## src/rtl/ps2_pkg.sv

```systemverilog
// -----------------------------------------------------------------------------
// ps2_pkg
// Shared definitions for the PS/2 scan-code receiver:
//   - ps2_state_t : receive FSM states
//   - SC_*        : scan codes the piano-tiles key checker cares about
//   - odd_parity_ok() : PS/2 frames carry odd parity over data + parity bit
// -----------------------------------------------------------------------------
package ps2_pkg;

   typedef enum logic [1:0] {
      IDLE   = 2'd0,
      DATA   = 2'd1,
      PARITY = 2'd2,
      STOP   = 2'd3
   } ps2_state_t;

   localparam logic [7:0] SC_BREAK = 8'hF0;
   localparam logic [7:0] SC_SPACE = 8'h29;
   localparam logic [7:0] SC_A     = 8'h1C;
   localparam logic [7:0] SC_S     = 8'h1B;
   localparam logic [7:0] SC_D     = 8'h23;
   localparam logic [7:0] SC_F     = 8'h2B;
   localparam logic [7:0] SC_EMPTY = 8'h05;

   // True when the nine bits {data, parity} hold an odd number of ones.
   function automatic logic odd_parity_ok(input logic [7:0] data, input logic par);
      return ^{data, par};
   endfunction

endpackage

```

## src/rtl/ps2_input_filter.sv

```systemverilog
// -----------------------------------------------------------------------------
// ps2_input_filter
// Front end for the PS/2 pins: synchronises both pins into the CLOCK_50
// domain, removes short glitches from the PS/2 clock and produces a
// registered one-cycle strobe on each filtered falling edge.
// Ports:
//   CLOCK_50 in  system clock
//   reset    in  asynchronous, active-high
//   ps2_clk  in  raw PS/2 clock pin
//   ps2_dat  in  raw PS/2 data pin
//   fe       out 1-cycle strobe, filtered PS/2 clock went 1->0
//   dat_s    out synchronised PS/2 data
// Pin-to-fe latency is SYNC_STAGES + FILTER_CYCLES + 1 cycles.
// -----------------------------------------------------------------------------
module ps2_input_filter #(
   parameter int SYNC_STAGES   = 2,
   parameter int FILTER_CYCLES = 8
) (
   input  logic CLOCK_50,
   input  logic reset,
   input  logic ps2_clk,
   input  logic ps2_dat,
   output logic fe,
   output logic dat_s
);

   localparam int            FW        = $clog2(FILTER_CYCLES + 1);
   localparam logic [FW-1:0] FILT_LAST = FW'(FILTER_CYCLES - 1);

   logic [SYNC_STAGES-1:0] clk_sync_r;
   logic [SYNC_STAGES-1:0] dat_sync_r;
   logic                   clk_smp_s;
   logic                   filt_clk_r;
   logic                   filt_clk_n_s;
   logic                   filt_prev_r;
   logic [FW-1:0]          filt_cnt_r;
   logic [FW-1:0]          filt_cnt_n_s;
   logic                   fe_r;

   assign clk_smp_s = clk_sync_r[SYNC_STAGES-1];

   // Synchroniser chains; idle bus level is high on both pins.
   always_ff @(posedge CLOCK_50 or posedge reset) begin
      if (reset) begin
         clk_sync_r <= {SYNC_STAGES{1'b1}};
         dat_sync_r <= {SYNC_STAGES{1'b1}};
      end else begin
         clk_sync_r <= {clk_sync_r[SYNC_STAGES-2:0], ps2_clk};
         dat_sync_r <= {dat_sync_r[SYNC_STAGES-2:0], ps2_dat};
      end
   end

   // Glitch filter: the filtered clock follows only after FILTER_CYCLES
   // consecutive samples disagree with it; any agreeing sample restarts the run.
   always_comb begin
      filt_clk_n_s = filt_clk_r;
      filt_cnt_n_s = filt_cnt_r;
      if (clk_smp_s != filt_clk_r) begin
         if (filt_cnt_r >= FILT_LAST) begin
            filt_clk_n_s = clk_smp_s;
            filt_cnt_n_s = {FW{1'b0}};
         end else begin
            filt_cnt_n_s = filt_cnt_r + FW'(1);
         end
      end else begin
         filt_cnt_n_s = {FW{1'b0}};
      end
   end

   // Filter state and registered falling-edge detect.
   always_ff @(posedge CLOCK_50 or posedge reset) begin
      if (reset) begin
         filt_clk_r  <= 1'b1;
         filt_prev_r <= 1'b1;
         filt_cnt_r  <= {FW{1'b0}};
         fe_r        <= 1'b0;
      end else begin
         filt_clk_r  <= filt_clk_n_s;
         filt_prev_r <= filt_clk_r;
         filt_cnt_r  <= filt_cnt_n_s;
         fe_r        <= filt_prev_r & ~filt_clk_r;
      end
   end

   assign fe    = fe_r;
   assign dat_s = dat_sync_r[SYNC_STAGES-1];

endmodule

```

## src/rtl/ps2_scan_receiver.sv

```systemverilog
// -----------------------------------------------------------------------------
// ps2_scan_receiver
// Deserialises PS/2 keyboard frames (start, 8 data LSB-first, odd parity,
// stop) and forwards each good scan code to the piano-tiles key checker.
// Ports:
//   CLOCK_50         in  system clock, 50 MHz
//   reset            in  asynchronous, active-high
//   PS2_CLK          in  raw PS/2 clock pin
//   PS2_DAT          in  raw PS/2 data pin
//   received_data    out last good scan code, held until the next good frame
//   received_data_en out 1-cycle strobe, received_data updated
//   parity_error     out 1-cycle strobe, frame dropped on bad parity
//   frame_error      out 1-cycle strobe, frame dropped on bad stop or timeout
// The FSM only moves on a filtered falling edge, except when a partial frame
// has been idle for TIMEOUT_CYCLES, in which case it is abandoned.
// -----------------------------------------------------------------------------
module ps2_scan_receiver
   import ps2_pkg::*;
#(
   parameter int SYNC_STAGES    = 2,
   parameter int FILTER_CYCLES  = 8,
   parameter int TIMEOUT_CYCLES = 10_000
) (
   input  logic       CLOCK_50,
   input  logic       reset,
   input  logic       PS2_CLK,
   input  logic       PS2_DAT,
   output logic [7:0] received_data,
   output logic       received_data_en,
   output logic       parity_error,
   output logic       frame_error
);

   localparam int            TW      = $clog2(TIMEOUT_CYCLES + 1);
   localparam logic [TW-1:0] TO_LAST = TW'(TIMEOUT_CYCLES - 1);

   logic          fe_s;
   logic          dat_s;

   ps2_state_t    state_r,   state_n_s;
   logic [2:0]    bit_cnt_r, bit_cnt_n_s;
   logic [7:0]    shift_r,   shift_n_s;
   logic          parity_r,  parity_n_s;
   logic [TW-1:0] to_cnt_r,  to_cnt_n_s;
   logic [7:0]    rx_data_r, rx_data_n_s;
   logic          rx_en_r,   rx_en_n_s;
   logic          perr_r,    perr_n_s;
   logic          ferr_r,    ferr_n_s;

   ps2_input_filter #(
      .SYNC_STAGES   (SYNC_STAGES),
      .FILTER_CYCLES (FILTER_CYCLES)
   ) u_filter (
      .CLOCK_50 (CLOCK_50),
      .reset    (reset),
      .ps2_clk  (PS2_CLK),
      .ps2_dat  (PS2_DAT),
      .fe       (fe_s),
      .dat_s    (dat_s)
   );

   // Next-state and outcome logic. A falling edge always takes priority over
   // the timeout so a bit arriving on the last allowed cycle still counts.
   always_comb begin
      state_n_s   = state_r;
      bit_cnt_n_s = bit_cnt_r;
      shift_n_s   = shift_r;
      parity_n_s  = parity_r;
      to_cnt_n_s  = to_cnt_r;
      rx_data_n_s = rx_data_r;
      rx_en_n_s   = 1'b0;
      perr_n_s    = 1'b0;
      ferr_n_s    = 1'b0;

      if (fe_s) begin
         to_cnt_n_s = {TW{1'b0}};
         case (state_r)
            IDLE: begin
               // A high data line at a falling edge is not a start bit; ignore it.
               if (!dat_s) begin
                  state_n_s   = DATA;
                  bit_cnt_n_s = 3'd0;
                  shift_n_s   = 8'h00;
               end else begin
                  state_n_s   = IDLE;
               end
            end
            DATA: begin
               shift_n_s = {dat_s, shift_r[7:1]};
               if (bit_cnt_r == 3'd7) begin
                  state_n_s   = PARITY;
                  bit_cnt_n_s = 3'd0;
               end else begin
                  bit_cnt_n_s = bit_cnt_r + 3'd1;
               end
            end
            PARITY: begin
               parity_n_s = dat_s;
               state_n_s  = STOP;
            end
            STOP: begin
               state_n_s = IDLE;
               if (!dat_s) begin
                  ferr_n_s = 1'b1;
               end else if (!odd_parity_ok(shift_r, parity_r)) begin
                  perr_n_s = 1'b1;
               end else begin
                  rx_data_n_s = shift_r;
                  rx_en_n_s   = 1'b1;
               end
            end
            default: begin
               state_n_s = IDLE;
            end
         endcase
      end else if (state_r != IDLE) begin
         if (to_cnt_r >= TO_LAST) begin
            state_n_s   = IDLE;
            to_cnt_n_s  = {TW{1'b0}};
            bit_cnt_n_s = 3'd0;
            shift_n_s   = 8'h00;
            parity_n_s  = 1'b0;
            ferr_n_s    = 1'b1;
         end else begin
            to_cnt_n_s  = to_cnt_r + TW'(1);
         end
      end else begin
         to_cnt_n_s = {TW{1'b0}};
      end
   end

   // State, datapath and output registers.
   always_ff @(posedge CLOCK_50 or posedge reset) begin
      if (reset) begin
         state_r   <= IDLE;
         bit_cnt_r <= 3'd0;
         shift_r   <= 8'h00;
         parity_r  <= 1'b0;
         to_cnt_r  <= {TW{1'b0}};
         rx_data_r <= 8'h00;
         rx_en_r   <= 1'b0;
         perr_r    <= 1'b0;
         ferr_r    <= 1'b0;
      end else begin
         state_r   <= state_n_s;
         bit_cnt_r <= bit_cnt_n_s;
         shift_r   <= shift_n_s;
         parity_r  <= parity_n_s;
         to_cnt_r  <= to_cnt_n_s;
         rx_data_r <= rx_data_n_s;
         rx_en_r   <= rx_en_n_s;
         perr_r    <= perr_n_s;
         ferr_r    <= ferr_n_s;
      end
   end

   assign received_data    = rx_data_r;
   assign received_data_en = rx_en_r;
   assign parity_error     = perr_r;
   assign frame_error      = ferr_r;

endmodule

```

## config.mk

```make
export PLATFORM = sky130hd
export DESIGN_NAME = ps2_scan_receiver
export DESIGN_NICKNAME = d
export VERILOG_FILES = /design/src/rtl/ps2_pkg.sv /design/src/rtl/ps2_input_filter.sv /design/src/rtl/ps2_scan_receiver.sv
export SDC_FILE = /design/constraint.sdc
export NUM_CORES = 1
export LEC_CHECK = 0
export CAP_MARGIN = 15
export CORE_UTILIZATION = 40
export DETAILED_ROUTE_END_ITERATION = 7
export GPL_ROUTABILITY_DRIVEN = 0
export PLACE_DENSITY = 0.62
export SETUP_SLACK_MARGIN = 0.1
export SKIP_LAST_GASP = 1
export SLEW_MARGIN = 20
export SYNTH_ARGS = -nofsm -noshare
export SYNTH_HDL_FRONTEND = slang
export SYNTH_SLANG_ARGS = --single-unit
```

## constraint.sdc

```tcl
create_clock -name CLOCK_50 -period 3.95 [get_ports CLOCK_50]
set_input_delay 0.395 -clock CLOCK_50 [delete_from_list [all_inputs] [get_ports CLOCK_50]]
set_output_delay 0.395 -clock CLOCK_50 [all_outputs]
set_load 0.02 [all_outputs]
```

==> results list <==
- Gates resized during post-CTS repair numbered 0.
- Relative max-transition margin: 41.20%
- Once the floorplan was initialized, standard cells occupied 41.85% of the core.
* Sink Count: 50
- Delay of the slowest cell on the worst path: 0.70 ns
- Synthesized Nets: 195
* Crit path arrival time: 2.34 ns
- First-pass GRT wire length: 5747 um
- Sequential area share after synthesis: 58.15%
- Required time of the critical path: 4.19 ns
- Worst-case register-to-register setup slack: 1.85 ns
* Number of buffers between clock root and the deepest sink: 2
- Count of buffering cells on the critical path with inverters included: 0
* Peak clock frequency supported by timing: 475.5 MHz
* 1st-iter DRT viols: 80
- Per-cell via count in the routed design: 4.871
- Fraction of final layout cells with drive strength greater than 1: 13.43%
- Routed len/inst: 12.21 um
- The setup path with the least slack is of type reg2reg.
- ANT nets after route: 0
- Number of flip-flops and latches in the synthesized netlist: 50
- The number of max-slew violations in the final report came to 0.
* Leakage dissipation: 1.110 nW
- Most area-hungry cell type in the Yosys netlist: dfrtp_1
- Transition time at the pin with the least slew margin: 0.8819 ns
- Vert. Die Dim: 75.56 um
* Count of fill cells added during filler insertion: 500
- The startpoint identified for the worst register-to-register timing path is to_cnt_r[0].
* Die width: 75.56 um
- Final number of hold-violating endpoints: 0
- Die area: 5709 um2
- Number of global-route vias before repair: 1260
* Total number of nets in the final design: 212
- The core region is 5172 um2.
- Relative to the synthesized area, the layout overhead comes to 14.97%.
* Number of unique standard cell types used by synthesis: 28
- Synth area leaders: dfrtp_1, dfstp_2, xnor2_1, a22o_1, mux2_2
- For this run, design rule violations remaining after detail routing come to 0.
* Element type at the critical path start: flop
- Count of standard-cell rows: 26
- Clock-pin slew was measured on the worst setup and hold paths at 0.08 ns.
- STA classifies the critical path endpoint as a flop.
- After layout, the minimum clock period comes to 2.103 ns.
* Latest clock arrival within the worst-skew pair: 0.30 ns
* Setup repair after global routing missed its margin: false
- Maximum number of pins on one net before global-route repair: 51
- Cell type group with the largest total delay on the critical path: compound AO/OA/AOI/OAI gates
- Yosys warns: 0
- The count of cells in the finished layout, fillers not included, comes to 271.
- CTS tree: done
- Highest net fanout along the worst path: 11
- Setup violations remaining at the end of the flow were counted as 0.
* Tightest Hold Check Type: reg2reg
- Hold Path Sink: u_filter.dat_sync_r[1]
- Cells along the critical path: ha_1 -> nand3_1 -> a21o_1 -> nand2_1 -> a21oi_1 -> a22o_1
- Once placement completed, the tool counted placed cells totaling 263.
- The worst-case IR drop observed on VDD is 0.1828 mV.
- Post-CTS setup buffers: 0
- Once layout is complete, the utilization of the core stands at 48.11%.
- Pwr/cell area: 463.2 nW/um2
* Hold Crit Depth: 0
* # IOs: 15
* Maximum clock skew at final layout: 0.003844 ns
- Final-layout setup total negative slack: 0 ns
* Remaining global-route overflow: 0
* Final cycle utilization of the critical path: 53.24%
- After layout, the worst setup slack is 1.847 ns.
- Number of I/O port buffers: 14
- Wires add up to 3309 um.
* CTS root buf: clkbuf_8
- Tracing the worst setup path back leads to its startpoint at to_cnt_r[0].
- Counting cells, the worst reg-to-reg path comes to 6.
- Detailed placement finished with a half-perimeter wire length of 2212 um.
- Number of max-cap violations: 0
* Result of the run: completed
- Netlist Area Pre-Place: 2165 um2
- The number of antenna diodes in the final layout is 0.
- Number of hold-repair buffers added at the cts stage: 0
* Initial DRT Pass Iterations: 4
* Logic depth of the worst path, buffers included: 6
* Terminus of the critical flop-to-flop path: bit_cnt_r[0]
* Worst Min Path Start: u_filter.dat_sync_r[0]
- Overall global routing resource usage: 13.70%
- Among all stages on the critical path, the largest delay is contributed by a21oi_1.
* Antenna violations before repair: 0
* Via Count: 1320
- H-tree levels: 2
- Fraction of post-synthesis cell area in the top cell type by area: 50.87%
- Average instance area after synthesis: 11.83 um2
- Cells after synthesis: 183
* Post-Place Worst Slack: 1.875 ns
- Number of clock buffers inserted by TritonCTS: 5
-- area by class of cell --
cell class | instances | area, um2 | area share, %
Sequential cell | 50 | 1259 | 50.58
Multi-Input combinational cell | 121 | 860.8 | 34.59
Timing Repair Buffer | 14 | 140.1 | 5.631
Clock buffer | 8 | 110.1 | 4.424
Tap cell | 70 | 87.58 | 3.519
Inverter | 8 | 31.28 | 1.257
-- metrics by stage --
| step | instance area [um2] | total power [mW] | hold slack [ns] |
|---|---|---|---|
| 6_report | 2489 | 1.153 | 0.3568 |
| 5_1_grt | 2489 | 1.230 | 0.3621 |
| 4_1_cts | 2487 | 1.173 | 0.3593 |
| 3_5_place_dp | 2377 | 0.8280 | 0.3472 |
| 3_3_place_gp | 2377 | 0.8259 | 0.3464 |
| 2_1_floorplan | 2165 | 0.7839 | 0.3452 |
-- cells in the mapped netlist --
library cell and n:
dfrtp_1 44, nor2_1 26, xnor2_1 14, a22o_1 13
mux2_2 9, ha_1 8, inv_1 8, nand2_1 8
nand3_1 7, dfstp_2 6, a21oi_1 5, xor2_1 5
clkbuf_1 4, nand4_1 4, o21ai_0 4, and3_1 3
nand2b_1 3, nor3_1 2, a21boi_0 1, a21o_1 1
a31oi_1 1, a32o_1 1, mux2i_1 1, mux2i_4 1
nor2b_1 1, nor4_1 1, or2_2 1, xnor2_2 1
-- power by group --
part / switching, mW / internal (mW)
Combinational: 0.120 / 0.0871
Clock: 0.160 / 0.177
Sequential: 0.0451 / 0.564
-- placed cells by master, fill, tap and decap left out, types with 2 or more instances in the layout --
master,netlist,routed
nand4_1,4,4
clkdlybuf4s50_1,0,14
nor3_1,2,2
nand2b_1,3,3
o21ai_0,4,4
a21oi_1,5,5
dfrtp_1,44,44
and3_1,3,3
nor2_1,26,26
nand3_1,7,7
clkbuf_8,0,8
xor2_1,5,5
ha_1,8,8
nand2_1,8,8
mux2_2,9,9
xnor2_1,14,14
a22o_1,13,13
inv_1,8,7
dfstp_2,6,6
-- flip-flops by register name, indices dropped and copies added, names as in the netlist --
name / flops
u_filter.filt_cnt_r: 4
shift_r: 8
u_filter.fe: 1
frame_error: 1
to_cnt_r: 14
u_filter.filt_prev_r: 1
parity_error: 1
parity_r: 1
u_filter.dat_sync_r: 2
u_filter.filt_clk_r: 1
received_data_en: 1
bit_cnt_r: 3
received_data: 8
u_filter.clk_sync_r: 2
state_r: 2
-- per-layer routing --
layer  wire length (um)  track usage, %  share of wire [%]  vias to the layer above
met1               1721           19.26                 52                      635
met3                 97           4.365                2.9                        6
met5                  0               0                  0                        -
li1                   -               -                  -                      662
met4                 65           5.556                2.0                        0
met2               1425           19.64                 43                       17
-- how the worst max path moves through the flow --
stage	end	slack, ns
2_1_floorplan	received_data[0]	2.11
3_3_place_gp	bit_cnt_r[0]	1.90
3_5_place_dp	bit_cnt_r[0]	1.87
4_1_cts	shift_r[5]	1.85
5_1_grt	bit_cnt_r[0]	1.66
6_report	bit_cnt_r[0]	1.85
-- cells by family (layout without fill, tap and decap cells) --
group / Yosys count / count (layout) / synth area share [%]
simple gates: 56 / 56 / 11.73
flops: 50 / 50 / 58.15
compound gates: 26 / 26 / 8.786
xor+xnor: 20 / 20 / 8.440
buf+inv: 12 / 30 / 2.081
mux: 11 / 11 / 6.185
fa+ha+maj: 8 / 8 / 4.624
(Power assumes the default switching activity.)
==> patch, RTL diff (config.mk and constraints unchanged) <==
Put one more register stage on the output `parity_error`, with the module's reset. The value now appears one clock later. The other outputs are not delayed to match. Comments in the files are not updated.
--- a/src/rtl/ps2_scan_receiver.sv
+++ b/src/rtl/ps2_scan_receiver.sv
@@ -156,7 +156,13 @@
 
    assign received_data    = rx_data_r;
    assign received_data_en = rx_en_r;
-   assign parity_error     = perr_r;
+   always_ff @(posedge CLOCK_50 or posedge reset) begin
+      if (reset) begin
+         parity_error <= '0;
+      end else begin
+         parity_error <= perr_r;
+      end
+   end
    assign frame_error      = ferr_r;
 
 endmodule
Function: same outputs for any inputs over 10 cycles, from zero or initial values and one cycle with reset high; that may be too few to reach the edited logic, so the function may still have changed.
==> patch against the unedited design <==
- synthesized cell count increased by 0.55%
- worst setup slack improved by 0.00074 ns
- non-clock buffer count stayed put
- cell area grew 1.3%
- synthesized area increased by 1.2%
- wire length grew 0.79%
- power is 3.0% higher
- sequential cell count is 1 higher
- highest routed layer unchanged
==> patch: results (changes against the unedited design) <==
run_status:
  status: "complete, no violations"  # unchanged
clocking:
  clkLatencyLatePin_ns: 0.30  # about the same
  cts_buffers: 5  # unchanged
  cts_setup_buffers: 0  # unchanged
  path_clk_slew_ns: 0.09
  clockBufferDepth: 2  # unchanged
  cts-root-buf: "clkbuf_8"  # unchanged
  cts_resized: 0  # unchanged
  htreeDepth: 2  # unchanged
worst_setup_path:
  worstPathArrival_ns: 2.34  # about the same
  crit_path_max_fanout: 11  # unchanged
  cp_slowest_stage_delay_ns: 0.71
  cp_slowest_cell: "a21oi_1"  # unchanged
  crit_family: "compound AO/OA/AOI/OAI gates"  # unchanged
synth:
  synthArstFlopShare_pct: 100  # unchanged
  ys_top_cells_by_area: "dfrtp_1 51%, dfstp_2 7.2%, xnor2_1 5.6%, a22o_1 5.2%, mux2_2 4.6%"  # was dfrtp_1 51%, dfstp_2 7.3%, xnor2_1 5.7%, a22o_1 5.3%, mux2_2 4.7%
  ys_seq_area_share_pct: 58.6  # was 58.2%
  syn_nets: 196  # was 195
  synth_cell_type_count: 28  # unchanged
  synth_commonest_cells: "45 x dfrtp_1, 26 x nor2_1, 14 x xnor2_1"  # was 44 x dfrtp_1, 26 x nor2_1, 14 x xnor2_1
  synth_top_area_share_pct: 51.4  # was 50.9%
  ys.flop_type: "dfrtp_1"  # unchanged
  yosysWarnings: 0  # unchanged
power_and_ir_drop:
  power.switching_uw: 335  # was 325 uW
  p_comb_uw: 206
  p_clk_uw: 364  # was 337 uW
  vdd.ir_drop.worst_uv: 252  # was 183 uV
  power.leakage_nw: 1.12  # was 1.11 nW
route:
  top_layer: "met4"  # unchanged
  dr_wl_met3_um: 67  # was 97 um
  wl_met2_um: 1430  # about the same
  drt_iter0_drc: 65  # was 80
  wl_per_cell_um: 12.3  # was 12.2 um
  drt_first_pass_iters: 4  # unchanged
  antenna_left: 0  # unchanged
  num_vias: 1337  # was 1320
  wl_met1_um: 1770  # was 1720 um
grt:
  grt_pass1_wl_um: 6190  # was 5750 um
  grt_usage_pct: 13.4  # was 13.7%
  grt_pass1_vias: 1400  # was 1260
  antenna_found_initial: 0  # unchanged
  grtUsageMet3_pct: 2.87  # was 4.37%
  grt_max_degree: 52  # was 51
  met2_usage_pct: 21.5  # was 19.6%
  grt_use_met1_pct: 17.5  # was 19.3%
sta:
  setup_violations: 0  # unchanged
  relSlewSlack_pct: 40.4  # was 41.2%
  clock_skew_ns: 0.00600  # was 0.00384 ns
final_layout:
  regMostFlops: "to_cnt_r"  # unchanged
  antenna_cells: 0  # unchanged
  layout-drive-gt1-share_pct: 13.4  # about the same
  nets: 213  # was 212
  largest_reg_flops: 14  # unchanged
min_path:
  holdCritPathClass: "reg -> reg"  # unchanged
placement:
  hpwl_um: 2290  # was 2210 um
  port-buffer-count: 14  # unchanged
## patch: cell types whose count changed after synthesis
| cell | delta |
|---|---|
| dfrtp_1 | +1 |
## patch: stage by stage
stage	instances	utilization (%)	power, mW	setup WS, ns	area, um2
2_1_floorplan	184	-	0.795	2.11	2190
3_3_place_gp	264	46.2	0.835	1.92	2400
3_5_place_dp	264	46.2	0.837	1.86	2400
4_1_cts	272	48.4	1.21	1.85	2520
5_1_grt	272	48.4	1.27	1.69	2520
6_report	272	48.4	1.19	1.85	2520
## patch: cell type report
type | instances | area (um2)
clock buffer | 5 | 68.8
clock inverter | 3 | 47.5
fill | 488 | 2690
inverter | 8 | 31.3
multi-input combinational | 121 | 861
sequential | 51 | 1280
tap | 70 | 87.6
timing repair buffer | 14 | 140
## patch: worst paths after layout
kind	from	end	slack (ns)	cells after the start
setup / recovery	to_cnt_r[0]$_DFF_PP0_	bit_cnt_r[0]$_DFFE_PP0P_	1.85	6
hold / removal	perr_r$_DFF_PP0_	parity_error$_DFF_PP0_	0.36	0
setup reg to reg	to_cnt_r[0]$_DFF_PP0_	bit_cnt_r[0]$_DFFE_PP0P_	1.85	6
hold reg to reg	perr_r$_DFF_PP0_	parity_error$_DFF_PP0_	0.36	0
max in group asynchronous	reset	shift_r[7]$_DFFE_PP0P_	2.90	2
min in group asynchronous	reset	to_cnt_r[4]$_DFF_PP0_	0.56	2
## patch: cell families (layout without fill, tap and decap cells)
group	after synthesis	in the layout	synth area share, %
and+or+nand+nor	56	56	11.6
DFF	51	51	58.6
AOI/OAI and AO/OA	26	26	8.69
xor gates and xnor gates	20	20	8.34
buffers and inverters	12	30	2.06
muxes	11	11	6.11
adders and majority gates	8	8	4.57
